`src/rtl/decode_stage.sv`:
```
// ID stage: decodes the instruction, reads a 16-entry register file and detects RAW hazards into the ID/EX register.
// Optional macro DECODE_BYPASS_EN forwards same-cycle write-back data instead of stalling for it.
module decode_stage #(
    parameter int WORD   = 32,
    parameter int ADDR   = 16,
    parameter int W_RD   = 4,
    parameter int W_DOPC = 11
) (
    input  logic              clk,
    input  logic              rst,
    input  logic              v_i,
    input  logic [WORD-1:0]   inst_i,
    input  logic [ADDR-1:0]   pc_i,
    output logic              stall_o,
    input  logic              branch_i,
    input  logic              stall_i,
    output logic              v_o,
    output logic [WORD-1:0]   src_o,
    output logic [WORD-1:0]   dest_o,
    output logic              wb_o,
    output logic [W_RD-1:0]   wb_rd_name_o,
    output logic [W_DOPC-1:0] dopc_o,
    output logic [3:0]        opc_o,
    output logic [ADDR-1:0]   origaddr_o,
    output logic [3:0]        cc_o,
    output logic [ADDR-1:0]   dm_addr_o,
    input  logic              wb_i,
    input  logic [W_RD-1:0]   wb_rd_name_i,
    input  logic [WORD-1:0]   wb_rd_data_i
);
    localparam int NREG = 1 << W_RD;

    logic [WORD-1:0]   rf_q [NREG];

    logic              v_q;
    logic [WORD-1:0]   src_q;
    logic [WORD-1:0]   dest_q;
    logic              wb_q;
    logic [W_RD-1:0]   wb_rd_name_q;
    logic [W_DOPC-1:0] dopc_q;
    logic [3:0]        opc_q;
    logic [ADDR-1:0]   origaddr_q;
    logic [3:0]        cc_q;

    logic [3:0]        cls;
    logic [W_RD-1:0]   rd_idx;
    logic [W_RD-1:0]   rs_idx;
    logic              imm_f;
    logic [WORD-1:0]   imm_sext;
    logic              cls_valid;
    logic              wb_dec;
    logic [W_DOPC-1:0] dopc_dec;
    logic [3:0]        cc_dec;
    logic              rs_used;
    logic              rd_used;
    logic              pend_v;
    logic [W_RD-1:0]   pend_rd;
    logic              haz_a;
    logic              haz_b;
    logic              hazard;
    logic [WORD-1:0]   rs_val;
    logic [WORD-1:0]   rd_val;
    logic [WORD-1:0]   src_d;

    always_ff @(posedge clk or negedge rst) begin
        if (!rst) begin
            for (int i = 0; i < NREG; i++) rf_q[i] <= '0;
        end else if (wb_i) begin
            rf_q[wb_rd_name_i] <= wb_rd_data_i;
        end
    end

    always_comb begin
        cls       = inst_i[31:28];
        rd_idx    = W_RD'(inst_i[23:20]);
        rs_idx    = W_RD'(inst_i[19:16]);
        imm_f     = inst_i[15];
        imm_sext  = {{(WORD-15){inst_i[14]}}, inst_i[14:0]};
        cls_valid = (cls <= 4'd10);
        wb_dec    = (cls <= 4'd7);
        dopc_dec  = cls_valid ? (W_DOPC'(1) << cls) : '0;
        cc_dec    = (cls == 4'd9) ? inst_i[23:20] : 4'd0;
        rs_used   = !imm_f;
        rd_used   = wb_dec || (cls == 4'd8) || (cls == 4'd9);
    end

    // The instruction now in ID/EX has not produced its result on wb_i yet.
    assign pend_v  = v_q & wb_q;
    assign pend_rd = wb_rd_name_q;
    assign haz_a   = pend_v && ((rs_used && rs_idx == pend_rd) || (rd_used && rd_idx == pend_rd));

`ifdef DECODE_BYPASS_EN
    assign haz_b  = 1'b0;
    assign rs_val = (wb_i && wb_rd_name_i == rs_idx) ? wb_rd_data_i : rf_q[rs_idx];
    assign rd_val = (wb_i && wb_rd_name_i == rd_idx) ? wb_rd_data_i : rf_q[rd_idx];
`else
    // Without forwarding, wait until the write-back has landed in the register file.
    assign haz_b  = wb_i && ((rs_used && rs_idx == wb_rd_name_i) || (rd_used && rd_idx == wb_rd_name_i));
    assign rs_val = rf_q[rs_idx];
    assign rd_val = rf_q[rd_idx];
`endif

    assign hazard  = v_i & (haz_a | haz_b);
    assign stall_o = v_i & (hazard | stall_i) & ~branch_i;
    assign src_d   = imm_f ? imm_sext : rs_val;

    always_ff @(posedge clk or negedge rst) begin
        if (!rst) begin
            v_q          <= 1'b0;
            src_q        <= '0;
            dest_q       <= '0;
            wb_q         <= 1'b0;
            wb_rd_name_q <= '0;
            dopc_q       <= '0;
            opc_q        <= '0;
            origaddr_q   <= '0;
            cc_q         <= '0;
        end else if (branch_i || (!stall_i && hazard)) begin
            v_q    <= 1'b0;
            wb_q   <= 1'b0;
            dopc_q <= '0;
        end else if (!stall_i) begin
            v_q          <= v_i;
            src_q        <= src_d;
            dest_q       <= rd_val;
            wb_q         <= v_i & wb_dec;
            wb_rd_name_q <= rd_idx;
            dopc_q       <= v_i ? dopc_dec : '0;
            opc_q        <= inst_i[27:24];
            origaddr_q   <= pc_i;
            cc_q         <= cc_dec;
        end
    end

    assign v_o          = v_q;
    assign src_o        = src_q;
    assign dest_o       = dest_q;
    assign wb_o         = wb_q;
    assign wb_rd_name_o = wb_rd_name_q;
    assign dopc_o       = dopc_q;
    assign opc_o        = opc_q;
    assign origaddr_o   = origaddr_q;
    assign cc_o         = cc_q;
    assign dm_addr_o    = src_q[ADDR-1:0];
endmodule

```
`config.mk`:
```
export PLATFORM = sky130hd
export DESIGN_NAME = decode_stage
export DESIGN_NICKNAME = d
export VERILOG_FILES = /design/src/rtl/decode_stage.sv
export SDC_FILE = /design/constraint.sdc
export NUM_CORES = 1
export LEC_CHECK = 0
export BUFFER_PORTS_ARGS = -buffer_cell sky130_fd_sc_hd__buf_2
export CORE_MARGIN = 4
export CORE_UTILIZATION = 42
export CTS_BUF_LIST = sky130_fd_sc_hd__clkbuf_8
export CTS_CLUSTER_DIAMETER = 150
export DETAILED_ROUTE_END_ITERATION = 16
export PLACE_DENSITY = 0.68
export SLEW_MARGIN = 10
export SYNTH_ARGS = -nofsm -noshare
export SYNTH_HDL_FRONTEND = slang
export SYNTH_SLANG_ARGS = --single-unit
```
`constraint.sdc`:
```
create_clock -name clk -period 2.39 [get_ports clk]
set_input_delay 0.5975 -clock clk [delete_from_list [all_inputs] [get_ports clk]]
set_output_delay 0.5975 -clock clk [all_outputs]
set_load 0.01 [all_outputs]
```
==> impl_metrics.yaml <==
timing:
  slew_violations: 0
  minimum_clock_period_after_layout_ns: 2.750
  post_route_setup_slack_ns: -0.3596
  timing.final.setup_violations: 1
  worst_slew_pin_slew_ns: 0.8159
  fin_worst_skew_ns: 0.02708
  final_min_period_over_clock_period_pct: 115.0
  achievable-frequency_ghz: 0.3637
  hold_viol: 0
  rsz0062_at_grt: "yes"
  max-slew-margin-rel_pct: 45.41
critical_path:
  worst-setup-path-type: "register to primary output"
  timing.critical_path.required_ns: 1.79
  timing.critical_path.to_type: "primary output"
  crit_arrival_ns: 2.15
  startpoint_type: "register"
  critPathMaxFanout: 3
clock_tree:
  clock_latency_ns: 0.71
  clkSlewWorstSetupHoldPaths_ns: 0.06
  ctsLongestPathBuffers: 3
  tritoncts_num_sinks: 617
  clock_tree.root_cell: "clkbuf_8"
  number_of_buffers_created_by_cts: 101
  htree_levels: 3
  cts_tree: "done"
place:
  hpwl_after_detailed_placement_mm: 59.74
  place.gp.congestion: 0.8320
  dp.cells: 3212
  buffers_on_ports: 211
  area_after_detailed_placement_sq_um: 34820
synthesis:
  yosysTopAreaCellShare_pct: 49.55
  postSynthRegisterBits: 617
  netlist_area_sq_um: 31160
  synth-async-reset-ratio_pct: 100.0
  synthesis.nets: 2168
  yosys_warnings: 0
  synth_ff_type: "dfrtp_1"
  edff_count_synth: 0
  synth.yosys.seq_area_share_pct: 49.55
  post_synth_inst_count: 2078
  yosys.cell_count.top_type: "dfrtp_1"
  synth.avg_cell_area_sq_um: 14.99
  synth_largest_area_cell: "dfrtp_1"
  post_synthesis_cell_type_count: 45
  synth_area_leaders: "dfrtp_1 (50%), mux2_2 (19%), mux4_2 (16%)"
  ys_top_cells_by_count: "dfrtp_1 (617), mux2_2 (526), mux4_2 (218), clkbuf_1 (112), mux2i_1 (90)"
route:
  vias_post_dr: 20960
  finalWirelength_mm: 94.25
  met2_length_mm: 45.65
  highest_layer: "met5"
  vias_per_cell: 6.149
  initialDrtViolationCount: 1667
  met3_wirelength_mm: 7.339
  detail-route-antenna-nets: 0
  drt_pass1_iterations: 7
  drc: 0
  m1WireLength_mm: 37.67
  post_dr_wirelength_cell_microns: 27.65
hold_path:
  hold_path.class: "primary input to register"
power_and_ir_drop:
  leakage_nw: 16.09
  power_density_nw_per_um2: 833.6
  ir_drop_mv: 0.4189
die:
  die_x_microns: 280.4
  row_count: 99
  core_area_sq_um: 73210
  die_h_microns: 280.4
  fp.dieArea_sq_um: 78610
  io-pin-count: 212
  start_util_pct: 42.56
global_routing:
  first_global_vias: 22830
  number_of_antenna_violations_at_the_first_check_in_global_routing: 8
  grtUsageTotal_pct: 24.12
  grt_max_degree: 69
  global_route_wire_length_before_repair_mm: 144.1
  overflow: 0
finish:
  nets: 2453
  layoutNonFillerInstCount: 3408
  drive_above_1_share_pct: 54.93
  design_area_final_sq_um: 36960
  syn2layout_area_growth_pct: 18.60
flow_run:
  drv_cap: 0
status:
  failed_checks: "negative setup slack"
  run_status: "finished with violations"
## worst max-delay path, cell delays in order (launching register included)
cell and delay [ns]:
dfrtp_1 0.39, buf_4 0.16, xnor2_2 0.12, nand4_1 0.15, o31ai_4 0.25, nor3_2 0.07
nor3b_2 0.16, buf_2 0.15
## layout make-up
cell class / instances / area, sq um
clock inverter: 60 / 314.1
tap: 959 / 1200
antenna: 4 / 10.01
timing repair buffer: 400 / 3407
multi-input combinational: 1239 / 14850
inverter: 4 / 15.01
clock buffer: 125 / 1720
fill: 6075 / 36250
sequential: 617 / 15440
## cells by family after synthesis
logic type	Yosys count	synth area share, %
flip-flops	617	49.55
multiplexers	858	38.77
buffers and inverters	222	3.293
XOR/XNOR	16	0.4497
AND/OR/NAND/NOR	98	1.514
AO/OA/AOI/OAI	267	6.425
## stage by stage
| stage | setup slack (ns) | TNS [ns] | hold slack (ns) | power (mW) | utilization [%] |
|---|---|---|---|---|---|
| 2_1_floorplan | 0.006190 | 0 | 0.3019 | 19.17 | - |
| 3_3_place_gp | -0.1540 | -2.267 | 0.4645 | 21.22 | 47.57 |
| 3_5_place_dp | -0.1834 | -3.036 | 0.4720 | 21.68 | 47.57 |
| 4_1_cts | -0.4181 | -0.4181 | 0.08634 | 31.02 | 50.41 |
| 5_1_grt | -0.4824 | -0.4824 | 0.08945 | 32.36 | 50.47 |
| 6_report | -0.3596 | -0.3596 | 0.1344 | 30.81 | 50.48 |
## routing by layer
| metal | global-route usage (%) | vias up |
|---|---|---|
| met2 | 39.35 | 895 |
| met1 | 31.36 | 11170 |
| li1 | - | 8653 |
| met4 | 8.966 | 4 |
| met5 | 0 | - |
| met3 | 6.207 | 236 |
## layout by cell type (no fill, tap or decap), drive strengths merged, types with 8 or more instances in the layout
cell	n
a21oi	33
dfrtp	617
a221oi	18
mux4	218
a32o	25
clkinv	14
a22o	40
mux2i	90
clkbuf	126
inv	45
xnor2	11
nand2	33
a211oi	18
o22ai	18
mux2	550
a22oi	66
o21ai	34
buf	398
and3	8
nor2	26
a222oi	14
## worst paths after layout
kind                            startpoint       endpoint  slack (ns)  cells after the start
max in group asynchronous              rst      rf_q[343]        1.10                      3
min in group asynchronous              rst       rf_q[72]        0.43                      2
hold / removal                     pc_i[3]  origaddr_o[3]        0.13                      2
setup / recovery           wb_rd_name_o[0]        stall_o       -0.36                      7
hold reg to reg                  dopc_o[9]      dopc_o[9]        0.48                      2
setup reg to reg           wb_rd_name_o[0]       src_o[9]        0.11                     10
## flip-flops by register name, summed over array words and instances (netlist names)
name,cells
dopc_o,11
wb_rd_name_o,4
cc_o,4
wb_o,1
src_o,32
rf_q,512
dest_o,32
v_o,1
origaddr_o,16
opc_o,4
## power by group
part / leakage, nW / internal [mW] / total, mW / switching [mW]
clock network: 1.20 / 4.92 / 9.24 / 4.32
registers: 7.61 / 12.8 / 14.6 / 1.79
logic: 7.28 / 4.28 / 6.97 / 2.69
total: 16.1 / 22.0 / 30.8 / 8.80
## what timing repair did
action / 4_1_cts / 5_1_grt
hold endpoints to repair: 39 / 0
resized for setup: 1 / 5
setup buffers: 4 / 2
pin swaps: 6 / 3
endpoints found under the setup margin: 1 / 1
hold buffers: 1 / 0
cloned: 0 / 0
No activity file was read; power rests on OpenSTA's default activity.
